[config.mk]
export PLATFORM = sky130hd
export DESIGN_NAME = kernel_mac_sequencer
export DESIGN_NICKNAME = d
export VERILOG_FILES = /design/src/rtl/kmac_pkg.sv /design/src/rtl/kmac_tap_counter.sv /design/src/rtl/kernel_mac_sequencer.sv
export SDC_FILE = /design/constraint.sdc
export NUM_CORES = 1
export LEC_CHECK = 0
export ABC_AREA = 1
export BUFFER_PORTS_ARGS = -buffer_cell sky130_fd_sc_hd__clkbuf_2
export CAP_MARGIN = 20
export CORE_MARGIN = 5
export CORE_UTILIZATION = 41
export DETAILED_ROUTE_END_ITERATION = 10
export PLACE_DENSITY = 0.75
export SLEW_MARGIN = 25
export SYNTH_ARGS = -nofsm -noshare
export SYNTH_HDL_FRONTEND = slang
export SYNTH_HIERARCHICAL = 1
export SYNTH_SLANG_ARGS = --single-unit
export TNS_END_PERCENT = 10
[constraint.sdc]
create_clock -name clk -period 1.54 [get_ports clk]
set_input_delay 0.077 -clock clk [delete_from_list [all_inputs] [get_ports clk]]
set_output_delay 0.077 -clock clk [all_outputs]
set_load 0.03 [all_outputs]
[src/rtl/kmac_pkg.sv]
`default_nettype none
// ============================================================================
// Module      : kmac_pkg
// Description : ALU opcodes and FSM state encoding for kernel_mac_sequencer.
// Revision    : 1.0  initial release
// ============================================================================
package kmac_pkg;

  localparam logic [2:0] ALU_ADD = 3'b000;
  localparam logic [2:0] ALU_MUL = 3'b010;
  localparam logic [2:0] ALU_DIV = 3'b011;

  typedef enum logic [2:0] {
    ST_IDLE = 3'd0,
    ST_RD   = 3'd1,
    ST_MUL  = 3'd2,
    ST_ADD  = 3'd3,
    ST_ACC  = 3'd4,
    ST_NORM = 3'd5,
    ST_NLAT = 3'd6
  } state_t;

endpackage
`default_nettype wire

[src/rtl/kmac_tap_counter.sv]
`default_nettype none
// ============================================================================
// Module      : kmac_tap_counter
// Description : Tap index counter; doubles as the shared memory read address.
// Revision    : 1.0  initial release
// ============================================================================
module kmac_tap_counter #(
  parameter int TAPS   = 7,
  parameter int ADDR_W = 3
) (
  input  logic              clk,
  input  logic              rst,
  input  logic              clr,
  input  logic              inc,
  output logic [ADDR_W-1:0] addr,
  output logic              last
);

  localparam logic [ADDR_W-1:0] LAST_TAP = ADDR_W'(TAPS - 1);

  logic [ADDR_W-1:0] cnt_q;
  logic [ADDR_W-1:0] cnt_d;

  always_comb begin
    cnt_d = cnt_q;
    if (clr) begin
      cnt_d = '0;
    end else if (inc) begin
      cnt_d = cnt_q + 1'b1;
    end
  end

  always_ff @(posedge clk or posedge rst) begin
    if (rst) begin
      cnt_q <= '0;
    end else begin
      cnt_q <= cnt_d;
    end
  end

  assign addr = cnt_q;
  assign last = (cnt_q == LAST_TAP);

endmodule
`default_nettype wire

[src/rtl/kernel_mac_sequencer.sv]
`default_nettype none
// ============================================================================
// Module      : kernel_mac_sequencer
// Description : Sequences a shared ALU through a TAPS-point MAC and a 2^SHIFT
//               normalising divide, one output sample per start request.
//               Define KMAC_SAT_EN to saturate the accumulator and report ovf.
// Revision    : 1.0  initial release
// ============================================================================
module kernel_mac_sequencer
  import kmac_pkg::*;
#(
  parameter int TAPS   = 7,
  parameter int ADDR_W = 3,
  parameter int DATA_W = 8,
  parameter int ACC_W  = 16,
  parameter int SHIFT  = 3
) (
  input  logic              clk,
  input  logic              rst,
  input  logic              start,
  input  logic              abort,
  output logic [ADDR_W-1:0] addr,
  input  logic [DATA_W-1:0] kern_data,
  input  logic [DATA_W-1:0] pix_data,
  output logic [ACC_W-1:0]  alu_a,
  output logic [ACC_W-1:0]  alu_b,
  output logic [2:0]        alu_op,
  input  logic [ACC_W-1:0]  alu_result,
  output logic              busy,
  output logic              done,
  output logic [ACC_W-1:0]  result,
  output logic              ovf
);

  localparam logic [ACC_W-1:0] NORM_DIV = ACC_W'(1) << SHIFT;

  state_t             state_q, state_d;
  logic [ACC_W-1:0]   acc_q, acc_d;
  logic [ACC_W-1:0]   result_q, result_d;
  logic               busy_q, busy_d;
  logic               done_q, done_d;
  logic               cnt_clr;
  logic               cnt_inc;
  logic               last_tap;
`ifdef KMAC_SAT_EN
  logic               sat_q, sat_d;
  logic               ovf_q, ovf_d;
`endif

  kmac_tap_counter #(
    .TAPS   (TAPS),
    .ADDR_W (ADDR_W)
  ) u_tap_counter (
    .clk  (clk),
    .rst  (rst),
    .clr  (cnt_clr),
    .inc  (cnt_inc),
    .addr (addr),
    .last (last_tap)
  );

  // Operands are combinational: memory data and the ALU result arrive in the
  // same cycle they must be forwarded.
  always_comb begin
    alu_a  = '0;
    alu_b  = '0;
    alu_op = ALU_ADD;
    case (state_q)
      ST_MUL: begin
        alu_a  = ACC_W'(kern_data);
        alu_b  = ACC_W'(pix_data);
        alu_op = ALU_MUL;
      end
      ST_ADD: begin
        alu_a  = acc_q;
        alu_b  = alu_result;
        alu_op = ALU_ADD;
      end
      ST_NORM: begin
        alu_a  = acc_q;
        alu_b  = NORM_DIV;
        alu_op = ALU_DIV;
      end
      default: ;
    endcase
  end

  always_comb begin
    state_d  = state_q;
    acc_d    = acc_q;
    result_d = result_q;
    busy_d   = busy_q;
    done_d   = 1'b0;
    cnt_clr  = 1'b0;
    cnt_inc  = 1'b0;
`ifdef KMAC_SAT_EN
    sat_d    = sat_q;
    ovf_d    = ovf_q;
`endif
    if (abort && (state_q != ST_IDLE)) begin
      state_d = ST_IDLE;
      acc_d   = '0;
      busy_d  = 1'b0;
      cnt_clr = 1'b1;
    end else begin
      case (state_q)
        ST_IDLE: begin
          acc_d   = '0;
          cnt_clr = 1'b1;
          if (start && !abort) begin
            state_d = ST_RD;
            busy_d  = 1'b1;
`ifdef KMAC_SAT_EN
            sat_d   = 1'b0;
`endif
          end
        end
        ST_RD:   state_d = ST_MUL;
        ST_MUL:  state_d = ST_ADD;
        ST_ADD:  state_d = ST_ACC;
        ST_ACC: begin
          acc_d = alu_result;
`ifdef KMAC_SAT_EN
          // A wrapped sum is smaller than the old accumulator exactly on carry.
          if (alu_result < acc_q) begin
            acc_d = '1;
            sat_d = 1'b1;
          end
`endif
          if (last_tap) begin
            state_d = ST_NORM;
          end else begin
            state_d = ST_RD;
            cnt_inc = 1'b1;
          end
        end
        ST_NORM: state_d = ST_NLAT;
        ST_NLAT: begin
          state_d  = ST_IDLE;
          result_d = alu_result;
          done_d   = 1'b1;
          busy_d   = 1'b0;
          cnt_clr  = 1'b1;
`ifdef KMAC_SAT_EN
          ovf_d    = sat_q;
`endif
        end
        default: begin
          state_d = ST_IDLE;
          busy_d  = 1'b0;
          cnt_clr = 1'b1;
        end
      endcase
    end
  end

  always_ff @(posedge clk or posedge rst) begin
    if (rst) begin
      state_q  <= ST_IDLE;
      acc_q    <= '0;
      result_q <= '0;
      busy_q   <= 1'b0;
      done_q   <= 1'b0;
`ifdef KMAC_SAT_EN
      sat_q    <= 1'b0;
      ovf_q    <= 1'b0;
`endif
    end else begin
      state_q  <= state_d;
      acc_q    <= acc_d;
      result_q <= result_d;
      busy_q   <= busy_d;
      done_q   <= done_d;
`ifdef KMAC_SAT_EN
      sat_q    <= sat_d;
      ovf_q    <= ovf_d;
`endif
    end
  end

  assign busy   = busy_q;
  assign done   = done_q;
  assign result = result_q;
`ifdef KMAC_SAT_EN
  assign ovf    = ovf_q;
`else
  assign ovf    = 1'b0;
`endif

endmodule
`default_nettype wire
==> metrics.cfg <==
[critical_path]
start_kind=flop
cpMaxStageDelayCell=dfrtp_2
cp.required_ps=1460
arrival_ps=1510
crit_family=flip-flops
crit_type=reg -> out
cp_max_fo=16
cp_num_buf_inv=3
regToRegSetupSlack_ps=120
path_cells=inv_2 > nand3_2 > nand2_4 > inv_6 > o21ai_0 > buf_4
endpoint_kind=output port
critPathMaxStageDelay_ps=450

[global_routing]
grt_pass1_vias=1887
grt_busiest_layer=met2
grt_pass1_wl_mm=8.55
use_met3_pct=4.76
antenna_found_initial=0
met1_usage_pct=20.7
grt_overflow=0
grt_max_degree=38
grtUsageMet2_pct=30.4
grt_usage_pct=17.3

[power]
pwr-share-comb_pct=45.6
power_per_cell_area_mw_per_mm2=1260
power_frac_clock_pct=17.1
p_sw_mw=1.47
power.leakage_nw=1.51
power_frac_seq_pct=37.3
finalPower_mw=3.51
ir_drop_uv=771
sw_frac_of_total_pct=42.0
intPower_mw=2.03

[final_layout]
final_area_sq_mm=0.00278
fin_util_pct=59.6
final_cell_mix=clkbuf_2 (57), inv_1 (42), nand2_1 (41)
multiInputGateArea_sq_um=753
mostFrequentLayoutCell=clkbuf_2
num-nets-final=381
area_delta_synth_final_pct=42.7
drive_gt1_share_pct=41.5
ff_latch_area_sq_mm=0.00100
fillCellCount=404
n_antenna_cell=0
final_cells=394

[route]
vias_per_cell=4.77
firstDrtPassIters=4
drt_iter0_drc=62
routedWlPerCell_microns=13.0
vias=1880
ant_nets=0
drc=0
routed_wl_mm=5.13

[timing]
finalCritPeriodShare_pct=103
min_period_ps=1590
timing.fmax_mhz=629
fin_skew_ps=2.66
final_max_slew_viol_count=0
layout_setup_ws_ps=-49.5
hold_viol_final=0
rsz0062_at_grt=true
final-setup-viol-count=17

[clocking]
cts_tree=built
htree_levels=2
clock_sinks=40
cts_buffers=5
clk_path_buf_depth=2
cts_root_buffer=clkbuf_8
insertion_delay_ps=280
clk_pin_slew_ps=70

[placement]
dpl_cell_area_sq_mm=0.00246
place_hpwl_mm=3.77
gp_congestion=0.782
place_ws_ps=77.4
numPortBuffers=90
dp.cells=383

[synth]
synth_area_sq_mm=0.00195
avgSynthCellArea_sq_um=8.11
yosysSeqAreaShare_pct=51.4
syn_inst=240
yosys.cell_types.count=23
ys_seq_elements=40
synth_warnings=6

[job]
drv_cap=0

[floorplanning]
start_util_pct=41.8
die_x_microns=78.9
chipHeight_microns=78.9
fp.coreArea_sq_mm=0.00466
rows=25
die_area_sq_mm=0.00623
ios=93

[outcome]
failed_checks=negative setup slack
status=finished, violations left

[worst_hold_path]
holdCritPathClass=in -> reg

layout make-up:
| class | instances | area share, % |
|---|---|---|
| Clock buffer | 5 | 2.48 |
| Inverter | 49 | 6.89 |
| Multi-Input combinational cell | 142 | 27.1 |
| Sequential cell | 40 | 36.2 |
| Tap cell | 54 | 2.43 |
| Timing Repair Buffer | 104 | 24.9 |
path summary, 6_finish.rpt:
kind / from / to / depth (start not counted)
setup / recovery: state_q[2]$_DFFE_PP0P_ / alu_a[3] / 6
hold / removal: alu_result[15] / result[15]$_DFFE_PP0P_ / 3
setup reg to reg: state_q[1]$_DFFE_PP0P_ / u_tap_counter/addr[1]$_DFFE_PP0P_ / 8
hold reg to reg: result[9]$_DFFE_PP0P_ / result[9]$_DFFE_PP0P_ / 2
max in group asynchronous: rst / state_q[1]$_DFFE_PP0P_ / 4
min in group asynchronous: rst / u_tap_counter/addr[2]$_DFFE_PP0P_ / 3
metal layers:
layer / part of all wire [%] / up-vias
li1: - / 950
met1: 41 / 869
met2: 52 / 57
met3: 6.0 / 4
met4: 0.80 / 0
met5: 0 / -
state kept, by name, summed over array words and instances (netlist names):
register and flops:
state_q 3, busy 1, done 1, acc_q 16, u_tap_counter/addr 3, result 16
power groups by stage:
stage / clock, mW / combinational (mW) / sequential (mW)
floorplan: 0 / 0.763 / 1.53
CTS: 0.624 / 1.52 / 1.31
detailed placement: 0 / 1.39 / 1.32
finish: 0.598 / 1.60 / 1.31
global route: 0.674 / 1.74 / 1.33
global placement: 0 / 1.35 / 1.31
cell families after synthesis:
kind of cell / after synthesis / share of synthesized area, %
and+or+nand+nor: 83 / 18.3
buffers and inverters: 59 / 12.9
AOI/OAI and AO/OA: 54 / 15.3
DFF: 40 / 51.4
adders and majority gates: 3 / 1.93
other: 1 / 0.193
through the flow:
stage                     setup TNS (ps)  hold slack (ps)
after floorplan                     -272             -169
after global placement                 0            -57.2
after detailed placement               0            -53.8
after CTS                           -667             52.2
after global routing               -2720             61.4
final                               -326             70.8
synth_stat cells:
master	n	area share (%)
o21ai_0	28	7.2
inv_2	6	1.2
nand2_1	47	9.1
nand3_2	1	0.51
buf_2	4	1.0
nor3_4	1	0.84
clkbuf_2	1	0.26
buf_6	1	0.58
conb_1	1	0.19
nor2_1	22	4.2
nand4_1	1	0.32
o22ai_1	16	5.1
buf_4	4	1.5
nand3_1	5	1.3
nand2_2	3	0.96
nor2_2	1	0.32
ha_1	3	1.9
o21ai_2	2	0.90
o21ai_1	4	1.0
a21oi_1	4	1.0
dfrtp_1	40	51
inv_1	43	8.3
nand3b_1	2	0.77
worst reg2reg max path: cells and delay by family, from the launching register on:
| family | cells | cell delay (ps) |
|---|---|---|
| and+or+nand+nor | 4 | 300 |
| DFF | 1 | 440 |
| buffers and inverters | 3 | 290 |
| adders and majority gates | 1 | 290 |
repair_timing:
action	in CTS	in global routing
cloned	0	0
buffers inserted	5	0
resized for setup	41	73
hold endpoints to repair	40	0
pin swaps	2	1
endpoints found under the setup margin	33	35
hold buffers	1	0
Note: power is estimated with default switching activity, not from simulation.
